**config.mk**
```make
export PLATFORM = sky130hd
export DESIGN_NAME = counter_burst_sched
export DESIGN_NICKNAME = d
export VERILOG_FILES = /design/src/rtl/counter_burst_sched.sv
export SDC_FILE = /design/constraint.sdc
export NUM_CORES = 1
export LEC_CHECK = 0
export BUFFER_PORTS_ARGS = -buffer_cell sky130_fd_sc_hd__buf_2
export CAP_MARGIN = 20
export CELL_PAD_IN_SITES_DETAIL_PLACEMENT = 1
export CELL_PAD_IN_SITES_GLOBAL_PLACEMENT = 1
export CORE_MARGIN = 2
export CORE_UTILIZATION = 37
export DETAILED_ROUTE_END_ITERATION = 6
export HOLD_SLACK_MARGIN = 0.03
export PLACE_DENSITY = 0.82
export SETUP_SLACK_MARGIN = 0.4
export SYNTH_ARGS = -nofsm -noshare
export SYNTH_HDL_FRONTEND = slang
export SYNTH_SLANG_ARGS = --single-unit
```
**constraint.sdc**
```tcl
create_clock -name clock -period 3.1 [get_ports clock]
set_input_delay 0.465 -clock clock [delete_from_list [all_inputs] [get_ports clock]]
set_output_delay 0.465 -clock clock [all_outputs]
set_load 0.02 [all_outputs]
```
**src/rtl/counter_burst_sched.sv**
```systemverilog
// Round-robin burst sequencer in front of a 4-bit enable-gated counter: clear, count len, report done.
// Optional RUN watchdog enabled by defining COUNTER_BURST_SCHED_WATCHDOG_EN.
module counter_burst_sched #(
    parameter int WIDTH   = 4,
    parameter int TIMEOUT = 16
) (
    input  logic             clock,
    input  logic             reset,
    input  logic [1:0]       req,
    input  logic [WIDTH-1:0] len0,
    input  logic [WIDTH-1:0] len1,
    input  logic [WIDTH-1:0] count_in,
    output logic [1:0]       gnt,
    output logic             busy,
    output logic [1:0]       done,
    output logic             err,
    output logic             cnt_reset,
    output logic             cnt_enable,
    output logic [1:0]       dbg_state
);

    typedef enum logic [1:0] {
        IDLE  = 2'd0,
        CLEAR = 2'd1,
        RUN   = 2'd2,
        DONE  = 2'd3
    } state_t;

    localparam logic [WIDTH-1:0] ONE = WIDTH'(1);

    // The watchdog counter is 5 bits, so TIMEOUT must fit it and outlast a full count.
    if (TIMEOUT < (1 << WIDTH) || TIMEOUT > 32) begin : g_bad_timeout
        $error("counter_burst_sched: TIMEOUT out of range");
    end

    state_t           state_q, state_d;
    logic [1:0]       gnt_q, gnt_d;
    logic [WIDTH-1:0] len_q, len_d;
    logic             last_q, last_d;   // 1 = requester 1 was granted most recently
    logic             pick;
    logic             hit;

    // Handshake: req is a level; a grant is taken only in IDLE and gnt stays
    // one-hot from CLEAR through DONE, where done pulses once on the same bit.
    assign pick = req[1] && (!req[0] || !last_q);
    assign hit  = (count_in == (len_q - ONE));

`ifdef COUNTER_BURST_SCHED_WATCHDOG_EN
    localparam logic [4:0] TIMEOUT_LAST = 5'(TIMEOUT - 1);
    logic [4:0] run_cnt_q;
    logic       err_q;
    logic       timeout_hit;

    assign timeout_hit = (state_q == RUN) && !hit && (run_cnt_q == TIMEOUT_LAST);

    always_ff @(posedge clock or negedge reset) begin
        if (!reset) begin
            run_cnt_q <= '0;
            err_q     <= 1'b0;
        end else begin
            if (state_q == CLEAR)
                run_cnt_q <= '0;
            else if (state_q == RUN)
                run_cnt_q <= run_cnt_q + 5'd1;
            err_q <= timeout_hit;
        end
    end
`endif

    always_ff @(posedge clock or negedge reset) begin
        if (!reset) begin
            state_q <= IDLE;
            gnt_q   <= '0;
            len_q   <= '0;
            last_q  <= 1'b1;
        end else begin
            state_q <= state_d;
            gnt_q   <= gnt_d;
            len_q   <= len_d;
            last_q  <= last_d;
        end
    end

    always_comb begin
        state_d = state_q;
        gnt_d   = gnt_q;
        len_d   = len_q;
        last_d  = last_q;
        case (state_q)
            IDLE: begin
                if (req != 2'b00) begin
                    gnt_d   = pick ? 2'b10 : 2'b01;
                    len_d   = pick ? len1 : len0;
                    last_d  = pick;
                    state_d = CLEAR;
                end
            end
            CLEAR: state_d = (len_q != '0) ? RUN : DONE;
            RUN: begin
                if (hit)
                    state_d = DONE;
`ifdef COUNTER_BURST_SCHED_WATCHDOG_EN
                else if (timeout_hit)
                    state_d = DONE;
`endif
            end
            DONE: begin
                state_d = IDLE;
                gnt_d   = '0;
            end
            default: begin
                state_d = IDLE;
                gnt_d   = '0;
            end
        endcase
    end

    always_comb begin
        gnt        = gnt_q;
        busy       = (state_q != IDLE);
        done       = (state_q == DONE) ? gnt_q : 2'b00;
        cnt_reset  = (state_q == CLEAR);
        cnt_enable = (state_q == RUN);
        dbg_state  = state_q;
`ifdef COUNTER_BURST_SCHED_WATCHDOG_EN
        err        = err_q;
`else
        err        = 1'b0;
`endif
    end

endmodule

```
==> results.txt, run 1 <==
WL met2 -> 764 um
largest net degree at the start of global routing -> 10
ANT cells -> 0
Worst-path clk slew -> 0.06 ns
final hold vios -> 0
Setup TNS -> 0 ns
PwrDens -> 1036 nW/um^2
Avg WL per Cell -> 12.94 um
Sw Pwr -> 0.0004153 W
synthesized instance count -> 74
initial antenna violation count -> 0
DR DRC count -> 0
worst path buffer plus inverter count -> 1
CTS tree -> yes
Die ar. -> 2239 sq um
share of the core filled with cells -> 0.4910
critical-path cell list -> inv_1, ha_1, nor3b_1, nor3_1, a221oi_1, o211ai_1
layout cell share with drive strength beyond 1 -> 0.3200
TritonCTS Buffers -> 3
period utilization -> 0.6566
number of synthesis warnings -> 0
PostCTS Resize Cnt -> 0
CP Launch Type -> flip-flop
total core area -> 1745 sq um
met3 wire length -> 88 um
IO Count -> 26
Setup Fix Bufs, Post-CTS -> 0
Pins Over Slew Limit -> 0
Setup crit end kind -> flip-flop
syn_nets -> 96
slowest CP cell -> nor3b_1
vias in the first global route -> 590
Hold Buf Count CTS -> 0
Remaining Overflow, GRT -> 0
clock skew -> 0.001485 ns
main area contributors after synthesis -> dfrtp_1 29%, ha_1 11%, mux2i_1 5.8%, o21ai_0 5.0%, dfstp_2 3.8%
Worst Hold Slack -> 0.04574 ns
worst setup path end -> dbg_state[1]
Setup CP Type -> flip-flop to flip-flop
first-pass iteration count of the detailed router -> 4
number of distinct library cells after synthesis -> 33
Detailed Place HPWL -> 1322 um
Avg Cell Area, Syn -> 9.384 sq um
global-route usage over all layers -> 0.1646
r2r setup slk -> 1.06 ns
Max Freq -> 491.3 MHz
first-pass GRT wire length -> 2622 um
Area Growth Syn to Fin -> 23.42%
slowest stage delay, CP -> 0.50 ns
Syn Std Cell Area -> 694.4 sq um
input/output buffers -> 24
async set-or-reset flop fraction in the synthesized netlist -> 1.000
Switching Fraction -> 0.4677
GP Congestion -> 0.7899
Post-synth top cells -> 8 x dfrtp_1, 7 x inv_1, 7 x o21ai_0
clock share of power -> 0.099
status -> complete, no violations
FF-to-FF path depth -> 6
H-Tree Level Count -> 1
reg-to-reg critical path endpoint -> dbg_state[1]
Row Count -> 15
Post-Route WL -> 1617 um
fin crit period -> 2.035 ns
Gate power share -> 0.620
Vias/cell -> 5.040
Highest Signal Layer -> met4
M1 WL -> 748 um
Sinks on Clock Net -> 9
register area share after synthesis -> 0.3261
Max VDD drop -> 0.0005550 V
final setup violation count -> 0
Critical Path Fanout Max -> 9
WP data arrival -> 2.16 ns
initial core utilization -> 0.3978
final layout net count -> 123
die width -> 47.32 um
Clock Path Buffers -> 2
clk_lat worst skew -> 0.26 ns
Die Span Y -> 47.32 um
RSZ-0062 raised after global routing -> no
Pint -> 0.0004727 W
Rel. slew slack -> 0.6475
Post-synth top flop -> dfrtp_1
post-route antenna net violation count -> 0
initial DRC count -> 5
Tightest Hold Check Type -> primary input to asynchronous set/reset pin
cell count along the critical path -> 6
worst slew pin tran -> 0.5276 ns
sequential power share -> 0.281
R2R Path Start -> dbg_state[0]
Synth Register Bits -> 9
Worst EP required -> 3.22 ns
Vias -> 630
origin of the worst setup path -> dbg_state[0]
Synth top area share -> 0.2883
CTS Root Cell -> clkbuf_4
leakage -> 0.4295 nW
cell taking the most area after synthesis -> dfrtp_1
CP top delay family -> simple AND/OR/NAND/NOR gates
top-count cell post-synth -> dfrtp_1
number of synthesized flops with an enable pin -> 0
max_cap viols -> 0
-- flip-flops by register name, indices dropped and copies added, names as in the netlist --
name and flops:
len_q 4, dbg_state 2, gnt 2, last_q 1
-- layer usage --
layer | GRT usage | vias to the layer above
met1 | 0.2230 | 293
li1 | - | 312
met2 | 0.2703 | 23
met4 | 0.05000 | 0
met3 | 0.02308 | 2
met5 | 0 | -
-- worst register-to-register path, cell delays in order (launching register included) --
cell and delay (ns):
dfrtp_1 0.46, inv_1 0.14, ha_1 0.35, nor3b_1 0.51, nor3_1 0.08, a221oi_1 0.23
o211ai_1 0.14
-- power groups by stage --
stage	registers, W	logic, W	clock network, W
6_report	0.000249	0.000551	0.0000880
5_1_grt	0.000259	0.000621	0.0000962
4_1_cts	0.000250	0.000560	0.0000915
3_5_place_dp	0.000251	0.000556	0
3_3_place_gp	0.000243	0.000527	0
2_1_floorplan	0.000260	0.000402	0
-- worst min-delay path by stage --
| stage | cells after the start | end | slack [ns] | from |
|---|---|---|---|---|
| after floorplan | 0 | dbg_state[0] | 0.17 | reset |
| after global placement | 1 | gnt[1] | 0.33 | reset |
| after detailed placement | 1 | len_q[3] | 0.33 | reset |
| after CTS | 1 | len_q[3] | 0.05 | reset |
| after global routing | 1 | len_q[3] | 0.06 | reset |
| final | 1 | len_q[3] | 0.05 | reset |
-- layout make-up --
cell class / instances / area, sq um
Fill cell: 216 / 888.4
Multi-Input combinational cell: 56 / 426.7
Sequential cell: 9 / 226.5
Timing Repair Buffer: 24 / 120.1
Tap cell: 25 / 31.28
Clock buffer: 4 / 26.28
Inverter: 7 / 26.28
-- logic make-up after synthesis --
group / after synthesis / synth area share
compound gates: 18 / 0.1820
xor+xnor: 5 / 0.08289
fa+ha+maj: 6 / 0.1081
buf+inv: 9 / 0.05946
flops: 9 / 0.3261
mux: 4 / 0.05766
other cells: 1 / 0.005400
simple gates: 22 / 0.1784
-- cells in the final DEF, fill, tap and decap left out, types with 3 or more instances in the layout --
| cell | synthesis | final |
|---|---|---|
| and2_1 | 3 | 3 |
| inv_1 | 7 | 7 |
| buf_2 | 0 | 24 |
| dfrtp_1 | 8 | 8 |
| nand2_1 | 6 | 6 |
| mux2i_1 | 4 | 4 |
| clkbuf_4 | 0 | 3 |
| ha_1 | 6 | 6 |
| o21ai_0 | 7 | 7 |
-- per-stage QoR --
stage          area, sq um  setup slack (ns)  cells  total power [W]
6_report             857.1             1.065    125        0.0008880
5_1_grt              857.1            0.8396    125        0.0009763
4_1_cts              857.1             1.067    125        0.0009008
3_5_place_dp         830.8             1.081    121        0.0008075
3_3_place_gp         830.8             1.225    121        0.0007703
2_1_floorplan        694.4             1.270     74        0.0006613
Note: power is estimated with default switching activity, not from simulation.
==> run 2, diff against run 1 <==
--- a/config.mk
+++ b/config.mk
@@ -10,10 +10,10 @@
 export CELL_PAD_IN_SITES_DETAIL_PLACEMENT = 1
 export CELL_PAD_IN_SITES_GLOBAL_PLACEMENT = 1
 export CORE_MARGIN = 2
-export CORE_UTILIZATION = 37
+export CORE_UTILIZATION = 34
 export DETAILED_ROUTE_END_ITERATION = 6
 export HOLD_SLACK_MARGIN = 0.03
-export PLACE_DENSITY = 0.82
+export PLACE_DENSITY = 0.77
 export SETUP_SLACK_MARGIN = 0.4
 export SYNTH_ARGS = -nofsm -noshare
 export SYNTH_HDL_FRONTEND = slang
==> constraint.sdc (replaced) <==
create_clock -name clock -period 1.94 [get_ports clock]
set_input_delay 0.291 -clock clock [delete_from_list [all_inputs] [get_ports clock]]
set_output_delay 0.291 -clock clock [all_outputs]
set_load 0.02 [all_outputs]
==> run 2 against run 1 <==
  * Clock power rose by 69%
  * Combinational power is 110% higher
  * Cell count rose by 8.8%
  * Global-route usage is 0.25 points higher
  * Maximum frequency increased by 26%
  * Hold slack better by 0.26 ns
==> results.txt, run 2 (synthesized netlist as in run 1, its figures left out) <==
status -> complete, no violations
Worst-path clk slew -> 0.06 ns (about the same)
initial core utilization -> 0.3576 (-0.04025)
layout cell share with drive strength beyond 1 -> 0.4771 (+0.1571)
RSZ-0062 raised after global routing -> yes
final layout net count -> 132 (+7.3%)
period utilization -> 0.8317 (+0.1751)
Setup CP Type -> flip-flop to flip-flop
leakage -> 0.4840 nW (+13%)
Switching Fraction -> 0.4579 (-0.009796)
Row Count -> 16 (+1)
reg-to-reg critical path endpoint -> dbg_state[0]
most frequent cells in the layout -> 24 x buf_2, 7 x o21ai_0, 7 x buf_4
Remaining Overflow, GRT -> 0 (unchanged)
first-pass GRT wire length -> 3042 um (+16%)
Max Freq -> 619.8 MHz (+26%)
min-delay src -> req[0]
CTS tree -> yes
Avg WL per Cell -> 12.74 um (-1.5%)
PwrDens -> 1684 nW/um^2 (+63%)
DR DRC count -> 0 (unchanged)
Critical Path Fanout Max -> 5 (-4)
clk_lat worst skew -> 0.26 ns (about the same)
number of flip-flops in the largest register -> 4 (unchanged)
origin of the worst setup path -> dbg_state[0]
Vias/cell -> 4.809 (-4.6%)
Sw Pwr -> 0.0007806 W (+88%)
Die Span Y -> 49.19 um (+4.0%)
Tightest Hold Check Type -> primary input to flip-flop
first-pass iteration count of the detailed router -> 4 (unchanged)
max_cap viols -> 0 (unchanged)
FF-to-FF path depth -> 6 (unchanged)
die width -> 49.19 um (+4.0%)
Detailed Place HPWL -> 1328 um (+0.48%)
initial antenna violation count -> 0 (unchanged)
clock skew -> 0.001911 ns (+0.0004259 ns)
Area Growth Syn to Fin -> 45.77%
worst path buffer plus inverter count -> 1 (unchanged)
Setup crit end kind -> flip-flop
Die ar. -> 2420 sq um (+8.1%)
CP top delay family -> flip-flops
Sinks on Clock Net -> 9 (unchanged)
Vias -> 654 (+3.8%)
Pint -> 0.0009242 W (+95%)
critical-path cell list -> buf_6, ha_4, and4bb_2, a211o_1, nor3_2, a211oi_2
post-route antenna net violation count -> 0 (unchanged)
vias in the first global route -> 667 (+13%)
commonest non-fill, non-tap cell in the layout -> buf_2
Max VDD drop -> 0.0007893 V (+42%)
initial DRC count -> 4 (-1)
Top reg by flops -> len_q
ANT cells -> 0 (unchanged)
r2r setup slk -> 0.33 ns (-0.74 ns)
H-Tree Level Count -> 1 (unchanged)
Setup TNS -> 0 ns (unchanged)
final setup violation count -> 0 (unchanged)
total core area -> 1942 sq um (+11%)
CP Launch Type -> flip-flop
Post-Route WL -> 1733 um (+7.2%)
Gate power share -> 0.679 (+0.059)
Worst EP required -> 2.08 ns (-1.14 ns)
global-route usage over all layers -> 0.1671 (+0.002523)
clock share of power -> 0.088 (-0.011)
fin crit period -> 1.613 ns (-0.4219 ns)
slowest CP cell -> dfrtp_2
WP data arrival -> 1.76 ns (-0.40 ns)
largest net degree at the start of global routing -> 10 (unchanged)
CTS Root Cell -> clkbuf_4
Pins Over Slew Limit -> 0 (unchanged)
sequential power share -> 0.233 (-0.048)
Min-Delay Path Depth -> 2
Worst Hold Slack -> 0.3030 ns (+0.2573 ns)
Power, Total -> 0.001705 W (+92%)
Clock Path Buffers -> 2 (unchanged)
R2R Path Start -> dbg_state[0]
GP Congestion -> 0.7177 (-9.1%)
final hold vios -> 0 (unchanged)
Hold Path End -> last_q
IO Count -> 26 (unchanged)
slowest stage delay, CP -> 0.45 ns (-0.05 ns)
input/output buffers -> 24 (unchanged)
TritonCTS Buffers -> 3 (unchanged)
[run 2: changes by cell type in the layout (fill, tap and decap cells not counted), moves of 2 or more]
cell     change
buf_4        +7
ha_1         -3
dfrtp_1      -2
dfrtp_2      +2
ha_4         +2
inv_1        -2
[run 2: timing repair]
item                                    in CTS  in global routing
resized for setup                            4                  1
endpoints found under the setup margin       6                  5
buffers inserted                             7                  1
hold buffers                                 1                  0
hold endpoints to repair                     8                  0
pin swaps                                    6                  0
gates cloned                                 0                  0
[run 2: cell type report]
class	count	area (sq um)
sequential	9	229.0
timing repair buffer	33	193.9
inverter	7	28.78
fill	238	929.6
multi-input combinational	56	500.5
clock buffer	4	26.28
tap	27	33.78
[run 2: through the flow]
| step | worst slack, ns | cell area, sq um | instances | util |
|---|---|---|---|---|
| 6_report | 0.3265 | 1012 | 136 | 0.5213 |
| 5_1_grt | 0.2673 | 1012 | 136 | 0.5213 |
| 4_1_cts | 0.3219 | 998.5 | 135 | 0.5142 |
| 3_5_place_dp | 0.2142 | 885.9 | 123 | 0.4562 |
| 3_3_place_gp | 0.3022 | 885.9 | 123 | 0.4562 |
| 2_1_floorplan | 0.3674 | 750.7 | 74 | - |
[run 2: routing by layer]
layer  share of wire  up-vias  global-route usage  wire [um]
li1                -      326                   -          -
met1            0.44      307              0.2132        764
met2            0.50       16              0.2748        869
met3           0.040        5             0.03067         69
met4           0.017        0             0.07143         29
met5               0        -                   0          0
[run 2: how the worst max path moves through the flow]
stage,endpoint,slack (ns),depth (start not counted)
floorplan,dbg_state[1],0.37,6
global placement,dbg_state[1],0.30,6
CTS,dbg_state[0],0.32,6
detailed placement,dbg_state[1],0.21,6
finish,dbg_state[0],0.33,6
global route,dbg_state[0],0.27,6
[run 2: power by group through the flow]
stage / sequential [W] / clock (W) / combinational, W
floorplan: 0.000430 / 0 / 0.000729
detailed placement: 0.000416 / 0 / 0.000974
finish: 0.000398 / 0.000149 / 0.00116
global route: 0.000414 / 0.000167 / 0.00129
CTS: 0.000401 / 0.000155 / 0.00114
global placement: 0.000409 / 0 / 0.000939
